File: config.mk
export PLATFORM = sky130hd
export DESIGN_NAME = fetch_prefetch_buffer
export DESIGN_NICKNAME = d
export VERILOG_FILES = /design/src/rtl/fetch_prefetch_buffer.sv
export SDC_FILE = /design/constraint.sdc
export NUM_CORES = 1
export LEC_CHECK = 0
export CORE_MARGIN = 2
export CORE_UTILIZATION = 70
export CTS_BUF_LIST = sky130_fd_sc_hd__clkbuf_4
export DETAILED_ROUTE_END_ITERATION = 12
export DONT_BUFFER_PORTS = 1
export PLACE_DENSITY = 0.88
export SLEW_MARGIN = 20
export SYNTH_ARGS = -nofsm -noshare
export SYNTH_HDL_FRONTEND = slang
export SYNTH_SLANG_ARGS = --single-unit
File: constraint.sdc
create_clock -name clk -period 7.3 [get_ports clk]
set_input_delay 1.46 -clock clk [delete_from_list [all_inputs] [get_ports clk]]
set_output_delay 1.46 -clock clk [all_outputs]
set_load 0.01 [all_outputs]
File: src/rtl/fetch_prefetch_buffer.sv
// fetch_prefetch_buffer: credit-limited in-order instruction prefetch FIFO with redirect flush and wrong-path drain
module fetch_prefetch_buffer #(
  parameter int          DEPTH    = 4,
  parameter logic [15:0] RESET_PC = 16'h0000,
  parameter logic [15:0] PC_STEP  = 16'h0001
) (
  input  logic        clk,
  input  logic        rst,
  output logic        imem_req_valid,
  output logic [15:0] imem_req_addr,
  input  logic        imem_req_ready,
  input  logic        imem_rsp_valid,
  input  logic [15:0] imem_rsp_data,
  input  logic        redirect_valid,
  input  logic [15:0] redirect_pc,
  input  logic        StallD,
  output logic [15:0] instr_out,
  output logic [15:0] instr_pc,
  output logic        instr_valid
);
  localparam int AW = $clog2(DEPTH);
  localparam int CW = AW + 1;
  localparam logic [CW:0] CAP = (CW+1)'(DEPTH);
  typedef enum logic {RUN, DRAIN} state_t;
  state_t r_state, w_state_nx;
  logic [CW-1:0] r_occ, r_out, r_drop, w_drop_nx;
  logic [AW-1:0] r_twr, r_trd, r_iwr, r_ird;
  logic [15:0] r_fetch_pc;
  logic [15:0] r_tag [DEPTH];
  logic [15:0] r_idata [DEPTH];
  logic [15:0] r_ipc [DEPTH];
  logic w_accept, w_push, w_consume, w_credit;
  assign w_credit  = ({1'b0, r_occ} + {1'b0, r_out}) < CAP;
  assign w_accept  = imem_req_valid & imem_req_ready;
  assign w_consume = instr_valid & ~StallD;
  assign imem_req_addr = r_fetch_pc;
  assign instr_valid = r_occ != '0;
  assign instr_out   = instr_valid ? r_idata[r_ird] : 16'h0000;
  assign instr_pc    = instr_valid ? r_ipc[r_ird] : 16'h0000;
  // r_drop is zero in RUN and r_out is zero in DRAIN, so one expression covers both states
  always_comb begin
    imem_req_valid = rst && r_state == RUN && !redirect_valid && w_credit;
    w_push = r_state == RUN && imem_rsp_valid && !redirect_valid;
    w_drop_nx = redirect_valid ? r_drop + r_out - CW'(imem_rsp_valid && (r_drop | r_out) != '0)
                               : r_drop - CW'(imem_rsp_valid && r_drop != '0);
    w_state_nx = (w_drop_nx != '0) ? DRAIN : RUN;
  end
  always_ff @(posedge clk or negedge rst)
    if (!rst) r_state <= RUN;
    else r_state <= w_state_nx;
  always_ff @(posedge clk or negedge rst) begin
    if (!rst) begin
      r_fetch_pc <= RESET_PC;
      r_occ <= '0;
      r_out <= '0;
      r_drop <= '0;
      r_twr <= '0;
      r_trd <= '0;
      r_iwr <= '0;
      r_ird <= '0;
    end else if (redirect_valid) begin
      r_fetch_pc <= redirect_pc;
      r_occ <= '0;
      r_out <= '0;
      r_drop <= w_drop_nx;
      r_twr <= '0;
      r_trd <= '0;
      r_iwr <= '0;
      r_ird <= '0;
    end else begin
      r_fetch_pc <= w_accept ? r_fetch_pc + PC_STEP : r_fetch_pc;
      r_occ <= r_occ + CW'(w_push) - CW'(w_consume);
      r_out <= r_out + CW'(w_accept) - CW'(w_push);
      r_drop <= w_drop_nx;
      r_twr <= r_twr + AW'(w_accept);
      r_trd <= r_trd + AW'(w_push);
      r_iwr <= r_iwr + AW'(w_push);
      r_ird <= r_ird + AW'(w_consume);
    end
  end
  always_ff @(posedge clk) begin
    if (w_accept) r_tag[r_twr] <= r_fetch_pc;
    if (w_push) begin
      r_idata[r_iwr] <= imem_rsp_data;
      r_ipc[r_iwr] <= r_tag[r_trd];
    end
  end
endmodule

==> impl_metrics.env <==
export IMPL_synth_ff_type="edfxtp_1"
export IMPL_worstMarginPinSlew_ns=0.812
export IMPL_grt_pass1_vias=5187
export IMPL_clkSlewWorstSetupHoldPaths_ns=0.07
export IMPL_hp_class="primary input to async pin"
export IMPL_p_total_mw=3.03
export IMPL_clkPwrFrac=0.309
export IMPL_place_hpwl_um=10500
export IMPL_crit_chain="buf_4 > mux4_2 > nor2b_1"
export IMPL_worst_setup_path_start_kind="register"
export IMPL_io_pins=88
export IMPL_layout_commonest_cell="edfxtp_1"
export IMPL_drt_iter0_markers=368
export IMPL_drv_slew=0
export IMPL_dr_total_vias=4774
export IMPL_p_int_mw=2.20
export IMPL_fp_row_count=42
export IMPL_finalCritPeriodShare=0.513
export IMPL_cts_max_level=2
export IMPL_cp_slowest_cell="mux4_2"
export IMPL_fin_skew_ns=0.0272
export IMPL_ir_drop_uv=245
export IMPL_netlist_instances=503
export IMPL_drc=0
export IMPL_drive_gt1_frac=0.271
export IMPL_syn_cell_area_um2=9270
export IMPL_multi_input_comb_area_um2=2480
export IMPL_powerDensity_nw_per_um2=299
export IMPL_layout_common_cells="edfxtp_1 (192), clkbuf_4 (75), mux4_2 (48)"
export IMPL_cts_buffers_inserted=52
export IMPL_cts_sinks=226
export IMPL_share_seq_of_total_power=0.498
export IMPL_antenna_found_initial=0
export IMPL_synth_avg_cell_area_um2=18.4
export IMPL_crit_required_ns=5.84
export IMPL_overflow=0
export IMPL_max_clock_path_buffers=3
export IMPL_insertion_delay_ns=0.62
export IMPL_wl_per_cell_um=22.4
export IMPL_fill_cells=733
export IMPL_rsz0062_at_grt="no"
export IMPL_status="completed"
export IMPL_period_needed_ns=3.75
export IMPL_dieWidth_um=119
export IMPL_post_cts_setup_buffer_count=0
export IMPL_numPortBuffers=0
export IMPL_root_buffer="clkbuf_4"
export IMPL_cp_max_fo=33
export IMPL_dieArea_um2=14200
export IMPL_grt_max_degree=40
export IMPL_grt_pass1_wl_um=27100
export IMPL_die_y_um=119
export IMPL_p_switching_uw=826
export IMPL_cts_resized_gates=0
export IMPL_totalWireLength_um=16900
export IMPL_initial_core_util=0.708
export IMPL_ys_warn_count=0
export IMPL_max_stage_delay_ns=0.61
export IMPL_cts_hold_buf=0
export IMPL_arrival_ns=2.29
export IMPL_end_kind="output port"
export IMPL_comb_power_share=0.193
export IMPL_seq_area_um2=6620
export IMPL_area_growth_pct=9.18
export IMPL_maxCapViolCount=0
export IMPL_hold_violations=0
export IMPL_sw_frac_of_total=0.273
export IMPL_setup_viol=0
export IMPL_relSlewSlack=0.458
export IMPL_setup_tns_ns=0
export IMPL_async_reset_ff_frac=0.150
export IMPL_cts_tree="built"
export IMPL_dr_pass1_iters=5
export IMPL_ys_seq_area_frac=0.714
export IMPL_viasPerCell=6.35
export IMPL_diodes=0
export IMPL_ys_ff_latch=226
export IMPL_coreArea_um2=13100
export IMPL_path_class="register to output port"
export IMPL_detail_route_antenna_nets=0
export IMPL_synth_cell_type_count=47
export IMPL_syn_nets=562
export IMPL_synth_edf_count=192
export IMPL_gp_congestion=0.973
export IMPL_leakage_nw=3.49
export IMPL_max_freq_ghz=0.267
export IMPL_final_nets=602
export IMPL_gr_usage_all_layers=0.253
==> critical path, delay by kind of cell (launching register included) <==
kind / cells / cell delay, ns
multiplexers: 1 / 0.61
flip-flops: 1 / 0.34
AND/OR/NAND/NOR: 1 / 0.19
buffers and inverters: 1 / 0.50
==> per-layer routing <==
metal,GRT usage,vias up,routed length [µm]
met3,0.0670,33,1260
met2,0.418,229,8670
li1,-,2100,-
met4,0.0960,0,363
met5,0,-,0
met1,0.329,2412,6570
==> cells by family (layout without fill, tap and decap cells) <==
kind of cell | after synthesis | in the layout | synth area share
flip-flops | 226 | 226 | 0.714
AND/OR/NAND/NOR | 111 | 111 | 0.0702
multiplexers | 50 | 50 | 0.119
buffers and inverters | 46 | 119 | 0.0212
AO/OA/AOI/OAI | 38 | 38 | 0.0346
adder cells (fa/ha/maj) | 21 | 21 | 0.0308
XOR/XNOR | 11 | 11 | 0.0104
==> registers in the layout (all words and copies together), names as in the netlist, 3 cells and up <==
register / cells
r_out: 3
imem_req_addr: 16
r_occ: 3
r_drop: 3
r_ipc: 64
r_tag: 64
r_idata: 64
==> synthesized netlist by cell type, types with 3 or more instances <==
library cell / n / area share
a21o_1: 4 / 0.0032
a21o_2: 4 / 0.0038
a21oi_1: 4 / 0.0022
a221o_1: 8 / 0.0086
and3_1: 4 / 0.0027
buf_1: 3 / 0.0012
buf_2: 7 / 0.0038
clkbuf_1: 11 / 0.0045
dfrtp_1: 34 / 0.092
edfxtp_1: 192 / 0.62
fa_1: 3 / 0.0065
ha_1: 18 / 0.024
inv_1: 21 / 0.0085
mux4_2: 48 / 0.12
nand2_1: 12 / 0.0049
nand3_1: 10 / 0.0054
nand4_1: 7 / 0.0047
nor2_1: 14 / 0.0057
nor2b_1: 38 / 0.026
nor3_1: 8 / 0.0043
nor3b_1: 4 / 0.0032
nor4_1: 5 / 0.0034
o21bai_1: 4 / 0.0032
xnor2_1: 7 / 0.0066
xor2_1: 4 / 0.0038
==> cell type report <==
cell class | count | share of cell area
clock buffers | 75 | 0.0557
clock inverters | 12 | 0.00730
inverters | 22 | 0.00816
multi-input cells | 231 | 0.245
flip-flops and latches | 226 | 0.654
well taps | 176 | 0.0218
repair buffers | 10 | 0.00742
==> power by group through the flow <==
stage	logic, mW	registers [mW]	clock network (mW)
final	0.584	1.51	0.936
after global routing	0.650	1.52	1.02
after CTS	0.598	1.51	0.961
after detailed placement	0.594	1.54	0
after global placement	0.570	1.53	0
after floorplan	0.491	1.51	0
==> metrics by stage <==
stage | util | cell area, µm² | std cells | setup WS [ns] | hold slack, ns
floorplan | - | 9270 | 503 | 2.60 | 0.548
global placement | 0.724 | 9480 | 665 | 3.57 | 0.581
detailed placement | 0.724 | 9480 | 665 | 3.42 | 0.623
CTS | 0.773 | 10100 | 752 | 3.45 | 0.479
global route | 0.773 | 10100 | 752 | 3.36 | 0.453
finish | 0.773 | 10100 | 752 | 3.55 | 0.534
==> worst paths after layout <==
path	start	end	slack [ns]	cells past startpoint
max	r_ird[0]	instr_pc[1]	3.55	3
min	rst	imem_req_addr[11]	0.53	0
max reg2reg	r_occ[2]	r_tag[3][0]	4.05	5
min reg2reg	r_drop[2]	r_drop[2]	0.63	3
max in group asynchronous	rst	r_drop[2]	6.66	0
min in group clk	r_drop[2]	r_drop[2]	0.63	3
(Power assumes the default switching activity.)
